<file path="config.mk">
export PLATFORM = sky130hd
export DESIGN_NAME = instr_ctrl
export DESIGN_NICKNAME = d
export VERILOG_FILES = /design/src/rtl/ctrl_pkg.sv /design/src/rtl/instr_decode.sv /design/src/rtl/instr_ctrl.sv
export SDC_FILE = /design/constraint.sdc
export NUM_CORES = 1
export LEC_CHECK = 0
export BUFFER_PORTS_ARGS = -buffer_cell sky130_fd_sc_hd__clkbuf_2
export CORE_MARGIN = 2
export CORE_UTILIZATION = 35
export CTS_BUF_LIST = sky130_fd_sc_hd__clkbuf_16
export CTS_CLUSTER_DIAMETER = 120
export DETAILED_ROUTE_END_ITERATION = 6
export PLACE_DENSITY_LB_ADDON = 0.08
export SLEW_MARGIN = 20
export SYNTH_ARGS = -nofsm -noshare
export SYNTH_HDL_FRONTEND = slang
export SYNTH_SLANG_ARGS = --single-unit
</file>
<file path="constraint.sdc">
create_clock -name clk -period 1.8 [get_ports clk]
set_clock_uncertainty 0.2 [all_clocks]
set_input_delay 0.09 -clock clk [delete_from_list [all_inputs] [get_ports clk]]
set_output_delay 0.09 -clock clk [all_outputs]
set_load 0.005 [all_outputs]
</file>
<file path="src/rtl/ctrl_pkg.sv">
// Shared types and encodings for the Lab 6 CPU instruction controller.
package ctrl_pkg;

  typedef enum logic [3:0] {
    S_RST, S_IF1, S_IF2, S_UPDATEPC, S_DECODE,
    S_WIMM, S_GETA, S_GETB, S_EXEC, S_WREG,
    S_ADDR, S_MEMRD, S_LDWB, S_GETRD, S_MEMWR,
    S_HALT
  } state_t;

  localparam logic [2:0] OPC_MOV  = 3'b110;
  localparam logic [2:0] OPC_ALU  = 3'b101;
  localparam logic [2:0] OPC_LDR  = 3'b011;
  localparam logic [2:0] OPC_STR  = 3'b100;
  localparam logic [2:0] OPC_HALT = 3'b111;

  localparam logic [1:0] OP_MOV_IMM = 2'b10;
  localparam logic [1:0] OP_MOV_REG = 2'b00;
  localparam logic [1:0] OP_CMP     = 2'b01;
  localparam logic [1:0] OP_MEM     = 2'b00;

  localparam logic [1:0] VSEL_C     = 2'b00;
  localparam logic [1:0] VSEL_IMM8  = 2'b01;
  localparam logic [1:0] VSEL_MDATA = 2'b10;

  localparam logic [1:0] ALU_ADD = 2'b00;
  localparam logic [1:0] ALU_SUB = 2'b01;
  localparam logic [1:0] ALU_AND = 2'b10;
  localparam logic [1:0] ALU_NOT = 2'b11;

endpackage

</file>
<file path="src/rtl/instr_decode.sv">
// Field extraction and immediate sign extension for the 16-bit instruction word.
module instr_decode #(
  parameter int DATA_WIDTH = 16
) (
  input  logic [DATA_WIDTH-1:0] ir,
  output logic [2:0]            opcode,
  output logic [1:0]            op,
  output logic [2:0]            rn,
  output logic [2:0]            rd,
  output logic [1:0]            sh,
  output logic [2:0]            rm,
  output logic [DATA_WIDTH-1:0] sximm5,
  output logic [DATA_WIDTH-1:0] sximm8
);

  assign opcode = ir[15:13];
  assign op     = ir[12:11];
  assign rn     = ir[10:8];
  assign rd     = ir[7:5];
  assign sh     = ir[4:3];
  assign rm     = ir[2:0];

  assign sximm5 = {{(DATA_WIDTH-5){ir[4]}}, ir[4:0]};
  assign sximm8 = {{(DATA_WIDTH-8){ir[7]}}, ir[7:0]};

endmodule

</file>
<file path="src/rtl/instr_ctrl.sv">
// Moore instruction controller: sequences fetch and the register-file/ALU datapath.
// Optional HALT_EN: opcode 111 parks the FSM in HALT (exit by reset) and adds the halted port.
//
// state    | meaning
// RST      | reset_pc asserted, everything else idle
// IF1/IF2  | RAM addressed by PC; IF2 loads IR
// UPDATEPC | PC <= PC+1
// DECODE   | dispatch on opcode/op
// WIMM     | Rn <= sximm8
// GETA     | A <= Rn
// GETB     | B <= Rm
// EXEC     | C <= ALU (or status only for CMP)
// WREG     | Rd <= C
// ADDR     | C <= A + sximm5
// MEMRD    | RAM addressed by C, first cycle
// LDWB     | Rd <= RAM data
// GETRD    | B <= Rd
// MEMWR    | RAM[C] <= B
// HALT     | stopped until reset
module instr_ctrl
  import ctrl_pkg::*;
#(
  parameter int DATA_WIDTH = 16
) (
  input  logic                  clk,
  input  logic                  reset,
  input  logic [DATA_WIDTH-1:0] ir,
  output logic                  reset_pc,
  output logic                  loadpc,
  output logic                  loadir,
  output logic                  msel,
  output logic                  mwrite,
  output logic [2:0]            num,
  output logic [1:0]            vsel,
  output logic                  write,
  output logic                  loada,
  output logic                  loadb,
  output logic                  loadc,
  output logic                  loads,
  output logic                  asel,
  output logic                  bsel,
  output logic [1:0]            alu_op,
  output logic [1:0]            shift,
  output logic [DATA_WIDTH-1:0] sximm5,
  output logic [DATA_WIDTH-1:0] sximm8
`ifdef HALT_EN
  ,
  output logic                  halted
`endif
);

  state_t state, state_nxt;

  logic [2:0]            opcode, rn, rd, rm;
  logic [1:0]            op, sh;
  logic [DATA_WIDTH-1:0] dec_sximm5, dec_sximm8;
  logic                  is_mov, is_cmp;

  instr_decode #(.DATA_WIDTH(DATA_WIDTH)) u_decode (
    .ir     (ir),
    .opcode (opcode),
    .op     (op),
    .rn     (rn),
    .rd     (rd),
    .sh     (sh),
    .rm     (rm),
    .sximm5 (dec_sximm5),
    .sximm8 (dec_sximm8)
  );

  assign is_mov = (opcode == OPC_MOV);
  assign is_cmp = (opcode == OPC_ALU) && (op == OP_CMP);

  always_ff @(posedge clk) begin
    if (reset) state <= S_RST;
    else       state <= state_nxt;
  end

  always_comb begin
    state_nxt = S_IF1;
    case (state)
      S_RST:      state_nxt = S_IF1;
      S_IF1:      state_nxt = S_IF2;
      S_IF2:      state_nxt = S_UPDATEPC;
      S_UPDATEPC: state_nxt = S_DECODE;
      S_DECODE: begin
        case (opcode)
          OPC_MOV: begin
            if (op == OP_MOV_IMM)      state_nxt = S_WIMM;
            else if (op == OP_MOV_REG) state_nxt = S_GETB;
            else                       state_nxt = S_IF1;
          end
          OPC_ALU: state_nxt = S_GETA;
          OPC_LDR, OPC_STR: state_nxt = (op == OP_MEM) ? S_GETA : S_IF1;
`ifdef HALT_EN
          OPC_HALT: state_nxt = S_HALT;
`endif
          default: state_nxt = S_IF1;
        endcase
      end
      S_WIMM:  state_nxt = S_IF1;
      S_GETA:  state_nxt = (opcode == OPC_ALU) ? S_GETB : S_ADDR;
      S_GETB:  state_nxt = S_EXEC;
      S_EXEC:  state_nxt = is_cmp ? S_IF1 : S_WREG;
      S_WREG:  state_nxt = S_IF1;
      S_ADDR:  state_nxt = (opcode == OPC_LDR) ? S_MEMRD : S_GETRD;
      S_MEMRD: state_nxt = S_LDWB;
      S_LDWB:  state_nxt = S_IF1;
      S_GETRD: state_nxt = S_MEMWR;
      S_MEMWR: state_nxt = S_IF1;
`ifdef HALT_EN
      S_HALT:  state_nxt = S_HALT;
`else
      S_HALT:  state_nxt = S_IF1;
`endif
      default: state_nxt = S_RST;
    endcase
  end

  always_comb begin
    reset_pc = 1'b0;
    loadpc   = 1'b0;
    loadir   = 1'b0;
    msel     = 1'b0;
    mwrite   = 1'b0;
    num      = rn;
    vsel     = VSEL_C;
    write    = 1'b0;
    loada    = 1'b0;
    loadb    = 1'b0;
    loadc    = 1'b0;
    loads    = 1'b0;
    asel     = 1'b0;
    bsel     = 1'b0;
    alu_op   = ALU_ADD;
    shift    = 2'b00;
    sximm5   = dec_sximm5;
    sximm8   = dec_sximm8;
`ifdef HALT_EN
    halted   = 1'b0;
`endif
    case (state)
      S_RST: begin
        reset_pc = 1'b1;
        num      = 3'd0;
        sximm5   = '0;
        sximm8   = '0;
      end
      S_IF2:      loadir = 1'b1;
      S_UPDATEPC: loadpc = 1'b1;
      S_WIMM: begin
        num   = rn;
        vsel  = VSEL_IMM8;
        write = 1'b1;
      end
      S_GETA: begin
        num   = rn;
        loada = 1'b1;
      end
      S_GETB: begin
        num   = rm;
        loadb = 1'b1;
      end
      // MOV Rd,Rm passes B through the adder with A forced to zero
      S_EXEC: begin
        asel   = is_mov;
        alu_op = is_mov ? ALU_ADD : op;
        shift  = sh;
        loads  = is_cmp;
        loadc  = !is_cmp;
      end
      S_WREG: begin
        num   = rd;
        vsel  = VSEL_C;
        write = 1'b1;
      end
      S_ADDR: begin
        bsel  = 1'b1;
        loadc = 1'b1;
      end
      S_MEMRD: msel = 1'b1;
      S_LDWB: begin
        msel  = 1'b1;
        num   = rd;
        vsel  = VSEL_MDATA;
        write = 1'b1;
      end
      S_GETRD: begin
        num   = rd;
        loadb = 1'b1;
      end
      S_MEMWR: begin
        msel   = 1'b1;
        mwrite = 1'b1;
      end
      S_HALT: begin
        num    = 3'd0;
        sximm5 = '0;
        sximm8 = '0;
`ifdef HALT_EN
        halted = 1'b1;
`endif
      end
      default: ;
    endcase
  end

endmodule

</file>
==> results of run 1 <==
[cell families after synthesis]
logic type / Yosys count / synth area share [%]
XOR/XNOR: 1 / 1.00
AO/OA/AOI/OAI: 22 / 19.9
buffers and inverters: 32 / 24.9
AND/OR/NAND/NOR: 69 / 44.0
multiplexers: 1 / 1.14
flip-flops: 4 / 9.14
[report_power, final]
| part | leakage (nW) | internal [mW] | switching (mW) |
|---|---|---|---|
| clock network | 0.0370 | 0.284 | 0.0651 |
| logic | 0.648 | 0.192 | 0.173 |
| registers | 0.0352 | 0.0945 | 0.0103 |
| total | 0.720 | 0.570 | 0.249 |
[critical path: cells and delay by family (launching register included)]
kind,cells,cell delay [ns]
buffers and inverters,2,0.23
and+or+nand+nor,4,0.67
DFF,1,0.37
[final timing paths]
| kind | endpoint | slack, ns | cells past startpoint |
|---|---|---|---|
| max | alu_op[1] | 0.02 | 6 |
| min | state[1]$_SDFF_PP0_ | 0.16 | 4 |
| max reg2reg | state[2]$_SDFF_PP0_ | 0.09 | 5 |
| min reg2reg | state[0]$_SDFF_PP0_ | 0.46 | 2 |
[per-stage QoR]
| stage | TNS [ns] | utilization [%] | hold WS (ns) |
|---|---|---|---|
| floorplan | 0 | - | -0.0409 |
| global placement | 0 | 46.3 | 0.129 |
| detailed placement | 0 | 46.3 | 0.132 |
| CTS | -0.00275 | 53.5 | 0.157 |
| global route | -0.486 | 58.7 | 0.205 |
| finish | 0 | 58.7 | 0.160 |
[layout by cell type (no fill, tap or decap), types with 3 or more instances in the layout]
cell       instances
nor2_1            11
buf_4             14
and2_1            13
clkbuf_16          3
buf_6              5
dfxtp_4            3
and2_4             3
and3_1             4
a21oi_1            4
nand3b_1           4
nor3_1             5
clkbuf_2          70
a221o_1            3
nand2_1            9
nor2b_1            3
nand2b_1           3
[layout make-up]
cell class | instances | area, µm²
fillers | 231 | 1000
multi-input cells | 94 | 683
repair buffers | 91 | 537
flip-flops and latches | 4 | 92.6
clock buffers | 3 | 75.1
well taps | 30 | 37.5
inverters | 1 | 3.75
[layer usage]
layer	vias up	GRT usage [%]
met1	524	19.9
met4	0	6.25
met5	-	0
met3	2	0.833
li1	567	-
met2	45	33.3
[timing repair]
item,in CTS,in global routing
hold endpoints to repair,4,0
endpoints found under the setup margin,39,35
pin swaps,2,6
gates cloned,0,1
buffers inserted,2,8
resized for setup,17,17
hold buffers,1,0
==> flow_summary.json, run 1 <==
{
  "htree_num_levels": 1,
  "synth.avg_cell_area_um2": 6.79,
  "grt_pass1_wl_um": 3800,
  "wl_per_cell_um": 11.8,
  "drt-initial-drc-count": 6,
  "drt-vias-per-instance": 5.10,
  "ant_nets": 0,
  "critPathMaxStageDelay_ns": 0.37,
  "drc": 0,
  "ios": 71,
  "synth_area_leaders": "buf_4, and2_1, dfxtp_1, nor2_1, nor3_1",
  "top_layer": "met4",
  "fp.dieW_um": 54.0,
  "place_inst": 208,
  "cts_max_path_buffers": 2,
  "wl_met2_um": 1340,
  "p_per_area_nw_per_um2": 573,
  "cts-root-buf": "clkbuf_16",
  "fp.coreArea_um2": 2430,
  "largest_reg_flops": 4,
  "crit_path_top_delay_cell": "dfxtp_4",
  "fin_nets": 213,
  "dr.pass1.iters": 4,
  "r2r-start": "state[3]$_SDFF_PP0_",
  "synth.most_common_cell": "buf_4",
  "drv_cap": 0,
  "ys_types": 35,
  "clock_latency_ns": 0.23,
  "grt_max_degree": 15,
  "drt-met1-wl_um": 1090,
  "dieHeight_um": 54.0,
  "drive_above_1_share_pct": 59.1,
  "final-max-slew-violation-count": 0,
  "worstSetupPathType": "reg2out",
  "largest_register": "state",
  "gp_congestion": 0.841,
  "netlist_area_um2": 876,
  "dpl.hpwl_um": 2030,
  "grt_pass1_vias": 879,
  "crit_fanout": 6,
  "grt_setup_unrepaired": "yes",
  "cts_buffers": 3,
  "cp-end-kind": "primary output",
  "finalWorstSetupSlack_ns": 0.0186,
  "max_slew_margin_pct": 74.0,
  "clkTransAtPathRegs_ns": 0.03,
  "hold_path_class": "in2reg",
  "wl_um": 2640,
  "initial_core_util_pct": 36.0,
  "setup_viol": 0,
  "path_cells": "buf_6, nand2b_4, or3_4, nor2_4, and2_1, clkbuf_2",
  "status": "complete, no violations",
  "port_buffers": 70,
  "total_power_uw": 819,
  "placed_area_um2": 1130,
  "dr_total_vias": 1138,
  "area_delta_synth_final_pct": 63.1,
  "crit_start": "state[3]$_SDFF_PP0_",
  "rows": 18,
  "p_leak_nw": 0.720,
  "yosysSeqAreaShare_pct": 9.14,
  "min_period_over_period_pct": 99.0,
  "ys_ff_latch": 4,
  "worst_slew_pin_slew_ns": 0.389,
  "hold_viol_final": 0,
  "yosysTopAreaCellShare_pct": 20.6,
  "final_design_area_no_fill_um2": 1430,
  "synth_top_area_cell": "buf_4",
  "vdd_ir_drop_max_mv": 0.571,
  "wl_met3_um": 175,
  "place_ws_ns": 0.0543,
  "n_antenna_cell": 0,
  "cts_tree": "built",
  "syn_nets": 147,
  "ys_async_sr_fraction_pct": 0,
  "cp.arrival_ns": 1.49,
  "fmax_mhz": 561,
  "cp-start-kind": "flip-flop",
  "hp-start": "ir[15]",
  "cts.sinks": 4,
  "dieArea_um2": 2920,
  "synthTopCellsByCount": "buf_4, and2_1, nor2_1",
  "yosysWarningCount": 0,
  "final_cells": 223,
  "track_usage_pct": 17.3,
  "overflow": 0,
  "antenna_found_initial": 0,
  "synth-edff-count": 0,
  "period_minus_slack_ns": 1.78,
  "netlist_instances": 129,
  "worstPathRequired_ns": 1.51,
  "largest_registers": "state x4",
  "ys.flop_type": "dfxtp_1"
}
No activity file was read; power rests on OpenSTA's default activity.
==> run 2, diff against run 1 <==
--- a/config.mk
+++ b/config.mk
@@ -11,7 +11,7 @@
 export CTS_BUF_LIST = sky130_fd_sc_hd__clkbuf_16
 export CTS_CLUSTER_DIAMETER = 120
 export DETAILED_ROUTE_END_ITERATION = 6
-export PLACE_DENSITY_LB_ADDON = 0.08
+export PLACE_DENSITY = 0.8
 export SLEW_MARGIN = 20
 export SYNTH_ARGS = -nofsm -noshare
 export SYNTH_HDL_FRONTEND = slang
==> flow_summary.json, run 2 (synthesis results as in run 1) <==
{
  "cts-root-buf": "clkbuf_16",
  "crit_fanout": 11,
  "ant_nets": 0,
  "grt_pass1_wl_um": 3530,
  "dr_total_vias": 1162,
  "worst_slew_pin_slew_ns": 0.446,
  "r2r_slack_ns": 0.12,
  "gp_congestion": 0.787,
  "top_layer": "met4",
  "violations": "setup timing",
  "cts_buffers": 3,
  "clock_latency_ns": 0.23,
  "final-max-slew-violation-count": 0,
  "grt_setup_unrepaired": "yes",
  "finalWorstSetupSlack_ns": -0.00724,
  "drt-vias-per-instance": 5.26,
  "grt_max_degree": 19,
  "r2r_end": "state[1]$_SDFF_PP0_",
  "dieHeight_um": 54.0,
  "antenna_found_initial": 0,
  "grt_pass1_vias": 868,
  "total_power_uw": 824,
  "p_per_area_nw_per_um2": 579,
  "final_cell_mix": "clkbuf_2, and2_1, nor2_1, buf_4, nand2_1",
  "cts_tree": "built",
  "largest_register": "state",
  "min_period_over_period_pct": 100,
  "setup_viol": 3,
  "crit_start": "state[2]$_SDFF_PP0_",
  "fmax_mhz": 553,
  "initial_core_util_pct": 36.0,
  "p_leak_nw": 0.715,
  "final_common_cell": "clkbuf_2",
  "drc": 0,
  "rows": 18,
  "fp.dieW_um": 54.0,
  "area_delta_synth_final_pct": 62.4,
  "largest_reg_flops": 4,
  "period_minus_slack_ns": 1.81,
  "hold_path_class": "in2reg",
  "cp-end-kind": "primary output",
  "wl_um": 2650,
  "port_buffers": 70,
  "vdd_ir_drop_max_mv": 0.376,
  "largest_registers": "state x4",
  "dr.pass1.iters": 4,
  "place_inst": 206,
  "wl_per_cell_um": 12.0,
  "n_antenna_cell": 0,
  "cp.arrival_ns": 1.52,
  "clkTransAtPathRegs_ns": 0.03,
  "worstSetupPathType": "reg2out",
  "overflow": 0,
  "fillers": 243,
  "critPathCapture": "alu_op[1]",
  "status": "finished, violations left",
  "wl_met3_um": 235,
  "drt-met1-wl_um": 1010,
  "drive_above_1_share_pct": 58.6,
  "r2r-start": "state[0]$_SDFF_PP0_",
  "drv_cap": 0,
  "track_usage_pct": 16.3,
  "htree_num_levels": 1,
  "worstPathRequired_ns": 1.51,
  "ios": 71,
  "reg2reg_depth": 7,
  "drt-initial-drc-count": 13,
  "cp-start-kind": "flip-flop",
  "wl_met2_um": 1380,
  "fin_nets": 211,
  "final_cells": 221,
  "dpl.hpwl_um": 1910,
  "dieArea_um2": 2920,
  "max_slew_margin_pct": 70.0,
  "cts_max_path_buffers": 2,
  "hold_viol_final": 0,
  "cts.sinks": 4,
  "fp.coreArea_um2": 2430
}
## run 2: cell count changes in the layout (fill, tap and decap cells not counted), moves of 2 or more
cell and delta:
buf_2 +4, buf_4 -3, nand2b_1 +2, and2_2 +2, clkbuf_2 -4
## run 2: final cells by class
type	instances	area, µm²	area share (%)
Sequential cell	4	90.1	6.33
Multi-Input combinational cell	94	664	46.7
Clock buffer	3	75.1	5.28
Timing Repair Buffer	89	548	38.5
Tap cell	30	37.5	2.64
Inverter	1	7.51	0.528
## run 2: metal layers
| metal | GRT usage [%] | vias to the layer above |
|---|---|---|
| met5 | 0 | - |
| met4 | 5.42 | 0 |
| met3 | 3.06 | 2 |
| met2 | 32.3 | 57 |
| met1 | 16.7 | 534 |
| li1 | - | 569 |
## run 2: timing repair
item                                    in CTS  in global routing
hold buffers                                 1                  0
gates resized for setup                     13                 21
endpoints found under the setup margin      37                 41
buffers inserted                             0                  9
endpoints found under the hold margin        4                  0
pin swaps                                    2                  6
cloned                                       0                  2
## run 2: how the worst min path moves through the flow
stage	start	end	cells past startpoint
finish	ir[15]	state[1]$_SDFF_PP0_	4
floorplan	reset	state[1]$_SDFF_PP0_	1
CTS	ir[15]	state[1]$_SDFF_PP0_	4
global route	ir[15]	state[1]$_SDFF_PP0_	4
global placement	reset	state[3]$_SDFF_PP0_	2
detailed placement	reset	state[3]$_SDFF_PP0_	2
## run 2: worst max-delay path: stages (launching register included)
cell,delay (ns)
dfxtp_4,0.35
buf_12,0.14
nand2b_4,0.13
or3_4,0.36
nor2_4,0.09
and2_1,0.12
clkbuf_2,0.10
## run 2: power by group
part	internal (mW)	switching, mW
logic	0.192	0.175
clock network	0.284	0.0662
registers	0.0959	0.0105
total	0.572	0.252
## run 2: stage by stage
step                setup TNS (ns)  instance area [µm²]  util, %  hold slack, ns  setup WS, ns
finish                     -0.0144                 1420     58.5           0.154      -0.00724
global route                -0.838                 1420     58.5           0.176       -0.0743
CTS                         -0.431                 1260     51.7           0.156       -0.0333
detailed placement               0                 1120     46.2           0.133        0.0650
global placement                 0                 1120     46.2           0.135         0.140
floorplan                        0                  877        -         -0.0409        0.0690
